### config.mk
export PLATFORM = sky130hd
export DESIGN_NAME = pipe_pattern_gen
export DESIGN_NICKNAME = d
export VERILOG_FILES = /design/src/rtl/pipe_pattern_pkg.sv /design/src/rtl/pipe_pattern_gen.sv
export SDC_FILE = /design/constraint.sdc
export NUM_CORES = 1
export LEC_CHECK = 0
export CAP_MARGIN = 20
export CORE_UTILIZATION = 40
export DETAILED_ROUTE_END_ITERATION = 7
export PLACE_DENSITY = 0.66
export SYNTH_ARGS = -nofsm -noshare
export SYNTH_HDL_FRONTEND = slang
export SYNTH_SLANG_ARGS = --single-unit
### constraint.sdc
create_clock -name clk -period 2.5 [get_ports clk]
set_clock_uncertainty 0.05 [all_clocks]
set_input_delay 0.5 -clock clk [delete_from_list [all_inputs] [get_ports clk]]
set_output_delay 0.5 -clock clk [all_outputs]
set_load 0.1 [all_outputs]
### src/rtl/pipe_pattern_pkg.sv
// Shared types and helpers for the pipe pattern checker/generator family.
// Latency: n/a (declarations only).
// Backpressure: n/a.
package pipe_pattern_pkg;

  localparam int LANE_W = 32;
  localparam logic [LANE_W-1:0] THROTTLE_RESET = 32'hFFFF_FFFF;

  typedef enum logic [1:0] {
    MODE_COUNTER = 2'd0,
    MODE_LFSR    = 2'd1,
    MODE_WALK    = 2'd2,
    MODE_RSVD    = 2'd3
  } mode_e;

  typedef enum logic {
    ST_IDLE = 1'b0,
    ST_RUN  = 1'b1
  } state_e;

  // One LFSR step: shift left, new LSB is the XOR of taps 31, 21, 1 and 0.
  function automatic logic [LANE_W-1:0] lfsr_step(input logic [LANE_W-1:0] s);
    return {s[30:0], s[31] ^ s[21] ^ s[1] ^ s[0]};
  endfunction

endpackage

### src/rtl/pipe_pattern_gen.sv
// One lane's expected-pattern generator (counter / LFSR / walking-one).
// Latency: expected reflects init/advance one cycle after they are asserted.
// Backpressure: none; the owner decides when to advance.
module pipe_pattern_gen
  import pipe_pattern_pkg::*;
#(
  parameter int LANE_IDX = 0,
  parameter int LANES    = 1
) (
  input  logic              clk,
  input  logic              reset_n,
  input  logic              init,
  input  logic              advance,
  input  logic [1:0]        mode,
  input  logic [LANE_W-1:0] seed,
  output logic [LANE_W-1:0] expected
);

  localparam logic [LANE_W-1:0] LANE_OFS  = LANE_W'(LANE_IDX);
  localparam logic [LANE_W-1:0] LANE_STEP = LANE_W'(LANES);
  localparam int                WALK_SH   = LANE_IDX % LANE_W;
  localparam logic [LANE_W-1:0] WALK_INIT = 32'h1 << WALK_SH;

  mode_e             mode_q;
  logic [LANE_W-1:0] pat_q;
  logic [LANE_W-1:0] seed_ofs;
  logic [LANE_W-1:0] init_val;
  logic [LANE_W-1:0] next_val;

  assign seed_ofs = seed + LANE_OFS;

  // Starting value for beat 0 of this lane; an all-zero LFSR would lock up, so it becomes 1.
  always_comb begin
    init_val = seed_ofs;
    case (mode_e'(mode))
      MODE_LFSR: init_val = (seed_ofs == '0) ? 32'h1 : seed_ofs;
      MODE_WALK: init_val = WALK_INIT;
      default:   init_val = seed_ofs;
    endcase
  end

  // Value for the following beat; counter lanes interleave, so they step by the lane count.
  always_comb begin
    next_val = pat_q + LANE_STEP;
    case (mode_q)
      MODE_LFSR: next_val = lfsr_step(pat_q);
      MODE_WALK: next_val = {pat_q[LANE_W-2:0], pat_q[LANE_W-1]};
      default:   next_val = pat_q + LANE_STEP;
    endcase
  end

  // Pattern state: init (re)loads mode and seed state, advance steps one beat.
  always_ff @(posedge clk or negedge reset_n) begin
    if (!reset_n) begin
      mode_q <= MODE_COUNTER;
      pat_q  <= '0;
    end else if (init) begin
      mode_q <= mode_e'(mode);
      pat_q  <= init_val;
    end else if (advance) begin
      pat_q  <= next_val;
    end
  end

  assign expected = pat_q;

endmodule

==> metrics.csv, run 1 <==
metric,value,unit
status,completed,
# resized after CTS,0,
IO Pins,70,
clk_lat worst skew,0.30,ns
Die Wd,86.97,um
crit path max fanout,3,
ys flop type,dfrtp_1,
Final WS setup,0.1164,ns
Clock Tree Buf Depth,2,
PwrDens,663.0,nW/um^2
layout cells sized above 1,0.2745,
worst r2r path cells,6,
Critical Path Start Type,input pin,
Avg Inst Size Synth,8.227,um^2
Final nets,501,
clock share of power,0.196,
top post-synthesis cells by count,"dfrtp_1, o21ai_0, nand2_1, nand3_1, nor2_1",
Post-Place Worst Slack,-0.2794,ns
Worst Hold Class,reg2reg,
Final Hold Viols,0,
DR vias/cell,6.081,
worst slew pin tran,0.5312,ns
Synth Cell Area,2888,um^2
register bit total from synthesis,34,
total global-route track usage,0.2863,
diodes inserted,0,
Starting DRT DRC Count,399,
Max Cap Viol,0,
YS warnings,0,
simple logic cell fraction of the synthesized area,0.2946,
global-route wire length before repair,16.37,mm
top-count cell post-synth,dfrtp_1,
first-pass iteration count of the detailed router,5,
DP HPWL,7.513,mm
Peak VDD IR,344.7,uV
Gate power share,0.502,
Core Area,6869,um^2
RSZ-0062 raised after global routing,false,
Sw Ratio,0.5049,
mux cell area share after synthesis,0.02166,
die area,7563,um^2
Slew Limit Fails,0,
XOR/XNOR share of the synthesized area,0.03510,
CTS root buf,clkbuf_8,
CTS sink count,34,
sequential area share after synthesis,0.2946,
"CTS clk-pin slew, worst paths",0.08,ns
worst hold slack,0.5271,ns
fmax,0.4195,GHz
critical path class,in2reg,
cell-internal power,1.331,mW
syn nets,394,
sequential power share,0.302,
Syn-to-layout area delta,40.38,%
period utilization,0.9534,
hold_buf cts,0,
CTS Buf Count,5,
DRC,0,
initial core utilization,0.4204,
largest net degree at the start of global routing,35,
Adder-Cell Fraction of Synth Area,0.02166,
CTS tree,built,
Syn Inst Count,351,
total grt overflow,0,
kind of end point of the critical path,register,
"FFs w/ async S/R, synth",1.000,
leakage power,1.787,nW
worst hold stages,2,
ranking of synthesized cells by area,"dfrtp_1, o21ai_0, nand3_1",
Chip Height,86.97,um
row count,30,
CP arrival,2.52,ns
crit path time final,2.384,ns
vias in the first global route,3175,
WL/cell,18.71,um
Yosys cell types,62,
share of Yosys cell area claimed by the top area cell type,0.2946,
Setup-failing EPs final,0,
post-synth top area cell,dfrtp_1,
Routed Antenna Nets,0,
main combinational cell family by area after synthesis,simple AND/OR/NAND/NOR gates,
antenna violations before repair,0,
H-Tree Depth,2,
Net Switching,1.357,mW
Slew HR,0.6458,
Setup Buffers After CTS,0,
GP Congestion,0.8795,
Required @ worst endpoint,2.63,ns
final wirelength,10.39,mm
Synth Area in Compound Gates,0.2825,
"EDFF count, synth",0,
Port Buffers,69,
vias,3375,
setup TNS,0,ns
[layout by cell type (no fill, tap or decap), types with 6 or more instances in the layout]
master / count
xor2_1: 6
clkdlybuf4s50_1: 37
and3_1: 14
dfrtp_2: 10
buf_4: 86
a221oi_1: 7
o21ai_0: 32
nand4_1: 10
inv_1: 11
nor2_1: 16
nor4_1: 9
nand3_1: 26
dfrtp_1: 24
a211o_1: 8
nor3_1: 7
a21oi_1: 14
o22ai_1: 6
nand2_1: 30
o2bb2ai_1: 12
[final cells by class]
cell class                 count  area, um^2
clock inverter                 3       40.04
tap                           96       120.1
sequential                    34       863.3
clock buffer                   5       68.82
inverter                      12       45.04
multi-input combinational    282        1901
fill                         658        2815
timing repair buffer         123        1016
[per-stage QoR]
stage,std cells,utilization,area (um^2),total power [mW]
2_1_floorplan,351,-,2900,1.731
3_3_place_gp,547,0.5732,3938,2.141
3_5_place_dp,547,0.5732,3938,2.159
4_1_cts,555,0.5891,4046,2.679
5_1_grt,555,0.5902,4054,2.802
6_report,555,0.5902,4054,2.688
[final timing paths]
kind                             startpoint           end  slack, ns
worst min register to register    mode_q[1]     mode_q[1]       0.53
min in group asynchronous           reset_n  expected[12]       0.56
worst max-delay path                seed[0]  expected[17]       0.12
worst max register to register  expected[1]  expected[26]       0.26
worst min-delay path              mode_q[1]     mode_q[1]       0.53
max in group asynchronous           reset_n  expected[17]       1.45
[power groups by stage]
| stage | Combinational [mW] | Sequential, mW | Clock (mW) |
|---|---|---|---|
| 5_1_grt | 1.42 | 0.827 | 0.555 |
| 4_1_cts | 1.35 | 0.807 | 0.527 |
| 2_1_floorplan | 0.382 | 1.35 | 0 |
| 6_report | 1.35 | 0.811 | 0.526 |
| 3_3_place_gp | 1.33 | 0.814 | 0 |
| 3_5_place_dp | 1.34 | 0.817 | 0 |
[metal layers]
| layer | routed length [um] | track usage | vias to the layer above |
|---|---|---|---|
| met3 | 711 | 0.04076 | 35 |
| met2 | 4709 | 0.4445 | 153 |
| met5 | 0 | 0 | - |
| li1 | - | - | 1571 |
| met1 | 4680 | 0.4040 | 1616 |
| met4 | 282 | 0.1030 | 0 |
[logic make-up after synthesis]
logic type | Yosys count
simple gates | 144
compound gates | 117
buf+inv | 35
flops | 34
xor+xnor | 10
mux | 6
fa+ha+maj | 5
[worst max-delay path: stages]
cell,delay (ns)
clkdlybuf4s50_1,0.42
nor4_1,0.36
buf_4,0.18
nand4_1,0.13
o211a_1,0.29
a211o_1,0.30
o32a_1,0.34
[flip-flops by register name, summed over array words and instances (netlist names)]
register  count
mode_q        2
expected     32
Power figures use the tool's default switching activity.
==> run 2, diff against run 1 <==
Settings changed: CTS_CLUSTER_DIAMETER set to 80, CTS_CLUSTER_SIZE set to 28.
==> results of run 2 <==
The final DEF is identical to that of run 1; final timing and power are the same.
